===== config.mk =====
export PLATFORM = sky130hd
export DESIGN_NAME = switch_debounce_leds
export DESIGN_NICKNAME = d
export VERILOG_FILES = /design/src/rtl/switch_debounce_leds.sv
export SDC_FILE = /design/constraint.sdc
export NUM_CORES = 1
export LEC_CHECK = 0
export CAP_MARGIN = 20
export CORE_MARGIN = 2
export CORE_UTILIZATION = 40
export DETAILED_ROUTE_END_ITERATION = 8
export HOLD_SLACK_MARGIN = 0.02
export SLEW_MARGIN = 20
export SYNTH_ARGS = -nofsm -noshare
export SYNTH_HDL_FRONTEND = slang
export SYNTH_SLANG_ARGS = --single-unit

===== constraint.sdc =====
create_clock -name i_Clk -period 4.44 [get_ports i_Clk]
set_input_delay 0.888 -clock i_Clk [delete_from_list [all_inputs] [get_ports i_Clk]]
set_output_delay 0.888 -clock i_Clk [all_outputs]
set_load 0.03 [all_outputs]

===== src/rtl/switch_debounce_leds.sv =====
`default_nettype none
// ============================================================================
// Module   : switch_debounce_leds
// Brief    : Per-channel switch synchroniser + debouncer driving LEDs in
//            direct (follow) or toggle (flip on press) mode.
// Revision : 1.0 - initial release
// ============================================================================
module switch_debounce_leds #(
    parameter int NUM_CH         = 4,
    parameter int DEBOUNCE_LIMIT = 250000
) (
    input  logic              i_Clk,
    input  logic              i_Rst_L,
    input  logic [NUM_CH-1:0] i_Switch,
    input  logic [NUM_CH-1:0] i_Mode,
    output logic [NUM_CH-1:0] o_LED,
    output logic [NUM_CH-1:0] o_Debounced,
    output logic [NUM_CH-1:0] o_Press
);

    localparam int                 c_CNT_W   = (DEBOUNCE_LIMIT > 1) ? $clog2(DEBOUNCE_LIMIT) : 1;
    localparam logic [c_CNT_W-1:0] c_CNT_MAX = c_CNT_W'(DEBOUNCE_LIMIT - 1);

    for (genvar g = 0; g < NUM_CH; g++) begin : g_ch
        logic               sync1_q, sync2_q;
        logic               deb_q, deb_d;
        logic               tog_q, tog_d;
        logic               press_q, press_d;
        logic [c_CNT_W-1:0] cnt_q, cnt_d;

        // Any cycle where the synchronised level agrees with deb restarts the count.
        always_comb begin
            deb_d   = deb_q;
            tog_d   = tog_q;
            press_d = 1'b0;
            cnt_d   = '0;
            if (sync2_q != deb_q) begin
                if (cnt_q == c_CNT_MAX) begin
                    deb_d   = sync2_q;
                    press_d = sync2_q;
                    tog_d   = tog_q ^ sync2_q;
                end else begin
                    cnt_d = cnt_q + c_CNT_W'(1);
                end
            end
        end

        always_ff @(posedge i_Clk or negedge i_Rst_L) begin
            if (!i_Rst_L) begin
                sync1_q <= 1'b0;
                sync2_q <= 1'b0;
                deb_q   <= 1'b0;
                tog_q   <= 1'b0;
                press_q <= 1'b0;
                cnt_q   <= '0;
            end else begin
                sync1_q <= i_Switch[g];
                sync2_q <= sync1_q;
                deb_q   <= deb_d;
                tog_q   <= tog_d;
                press_q <= press_d;
                cnt_q   <= cnt_d;
            end
        end

        assign o_Debounced[g] = deb_q;
        assign o_Press[g]     = press_q;
        assign o_LED[g]       = i_Mode[g] ? tog_q : deb_q;
    end

endmodule
`default_nettype wire

==> qor.yml <==
cp_top_family: "buffers and inverters"
cp.required_ns: 3.55
fmax_mhz: 308.2
multi_input_area_um2: 1944
grt_max_degree: 70
yosys-top-cells-area: "dfrtp_1 52%, xnor2_1 9.3%, nor2_1 6.9%"
drt_first_pass_iters: 4
cts_buffers: 9
synth_seq_cells: 92
cts_sinks: 92
cp_common_cell: "clkdlybuf4s50_1"
synth.cells.most_frequent: "92 x dfrtp_1, 81 x nor2_1, 47 x xnor2_1, 27 x nand3_1, 26 x nor4_1"
ir_drop_v: 0.0001558
synth_nets: 451
dp_hpwl_mm: 5.498
reg2reg_depth: 5
slew_headroom_pct: 42.78
clock-root-buffer: "clkbuf_8"
htree_num_levels: 3
synth_most_common_cell: "dfrtp_1"
finalCritPeriodShare_pct: 73.09
yosys.area.top_type: "dfrtp_1"
hold_viol_final: 0
start_util_pct: 40.85
path_cells: "clkdlybuf4s50_1, mux2_2, clkdlybuf4s50_1"
clk_pin_slew_ns: 0.08
yosysUniqueCellTypes: 36
antenna_found_initial: 0
clock_path_buffers: 2
min_from: "g_ch[3].sync1_q"
dp_slack_ns: 1.181
die_w_um: 109.0
grt_overflow: 0
detail_route.wirelength_mm: 8.154
finalSetupViolCount: 0
power_density_nw_per_um2: 297.1
r2r_start: "g_ch[3].cnt_q[0]"
die_area_um2: 11880
fin_nets: 466
setup_tns_ns: 0
startpoint_type: "input port"
final-max-slew-violation-count: 0
viasPerCell: 5.280
num-fill-cells: 1003
final-seq-area_um2: 2302
ctsHoldBuffers: 0
syn_avg_cell_area_um2: 10.09
vias: 3152
post_drt_wl_per_cell_um: 13.66
synth_warnings: 0
ys.flop_type: "dfrtp_1"
tightest_slew_ns: 0.8583
die_h_um: 109.0
netlist_instances: 437
drtIter0Drc: 163
worstHoldEndpoint: "g_ch[3].sync2_q"
crit_type: "input port to primary output"
drc_errors: 0
hold_depth: 0
syn-cell-area_um2: 4409
status: "finished clean"
netlist.area_leader.share_pct: 52.21
core_um2: 10790
cp_num_cells: 3
cp.buffers_inverters: 2
cellLeakagePower_nw: 1.918
async_flop_share_pct: 100.0
area.growth.synth_to_final_pct: 10.87
antenna_cells: 0
fin_ws_ns: 1.195
cp.arrival_ns: 2.36
drive_gt1_share_pct: 7.221
r2r_end: "g_ch[3].cnt_q[10]"
post_cts_resize_count: 0
track_usage_pct: 15.24
rsz0062_at_grt: "false"
yosysSeqAreaShare_pct: 52.21
crit_slowest_cell: "clkdlybuf4s50_1"
synth_edf_count: 0
ioPinCount: 22
crit_path_start: "i_Mode[3]"
crit_path_max_incr_delay_ns: 0.59
grt_pass1_vias: 3111
grt_first_pass_wirelength_mm: 14.30
fin_worst_skew_ns: 0.01514
total_power_mw: 1.452
clk_latency_ns: 0.36
antenna_left: 0
cts_tree: "yes"
finalWorstPathRequiredPeriod_ns: 3.245
end_kind: "primary output"
crit_fanout: 1
row_count: 38
cap_violations: 0
gp_congestion: 0.8119
hp-class: "flip-flop to flip-flop"
numPortBuffers: 21
rrSetupSlack_ns: 2.07
cts_setup_buffers: 0
[metrics by stage]
stage	instance area (µm²)	std cells	utilization (%)	hold slack [ns]
floorplan	4409	437	-	0.3312
global placement	4693	581	43.48	0.3340
detailed placement	4701	581	43.55	0.3347
CTS	4888	597	45.29	0.3548
global route	4888	597	45.29	0.3617
finish	4888	597	45.29	0.3526
[state kept, by name, summed over array words and instances, names as in the netlist]
name / count
g_ch.cnt_q: 72
g_ch.tog_q: 4
g_ch.sync2_q: 4
g_ch.press_q: 4
g_ch.sync1_q: 4
g_ch.deb_q: 4
[worst register-to-register path: cells and delay by family, from the launching register on]
family,cells,cell delay [ns]
AND/OR/NAND/NOR,3,0.95
flip-flops,1,0.41
AO/OA/AOI/OAI,1,0.65
adder cells (fa/ha/maj),1,0.23
[kinds of logic after synthesis]
family | after synthesis | synth area share [%]
mux | 11 | 2.724
simple gates | 214 | 25.03
buf+inv | 35 | 3.859
xor+xnor | 64 | 12.71
flops | 92 | 52.21
compound gates | 17 | 2.327
fa+ha+maj | 4 | 1.135
[area by class of cell]
| type | instances | share of cell area, % |
|---|---|---|
| inverters | 17 | 1.305 |
| multi-input cells | 310 | 39.77 |
| clock buffers | 12 | 3.174 |
| flip-flops and latches | 92 | 47.09 |
| well taps | 140 | 3.583 |
| clock inverters | 4 | 0.6655 |
| repair buffers | 22 | 4.402 |
[worst max path at each step]
stage	end
global route	o_LED[3]
CTS	o_LED[3]
detailed placement	o_LED[3]
global placement	o_LED[3]
floorplan	o_LED[0]
finish	o_LED[3]
[cells in the final DEF, fill, tap and decap left out, drive strengths merged, types with 12 or more instances in the layout]
cell type and n:
dfrtp 92, nor2 81, xnor2 47, nor4 28, nand3 27, nand4 22
clkdlybuf4s50 20, inv 18, xor2 17, nor3 15, nand2 13, clkbuf 12
[routing by layer]
layer	wire [µm]	vias to the layer above	track usage, %
li1	-	1546	-
met1	3897	1551	19.74
met2	3867	48	24.58
met3	308	7	4.901
met4	80	0	4.212
met5	0	-	0
[power breakdown]
| group | switching, mW | internal, mW |
|---|---|---|
| Combinational | 0.0365 | 0.0184 |
| Sequential | 0.0113 | 0.850 |
| Clock | 0.298 | 0.239 |
| Total | 0.346 | 1.11 |
No activity file was read; power rests on OpenSTA's default activity.
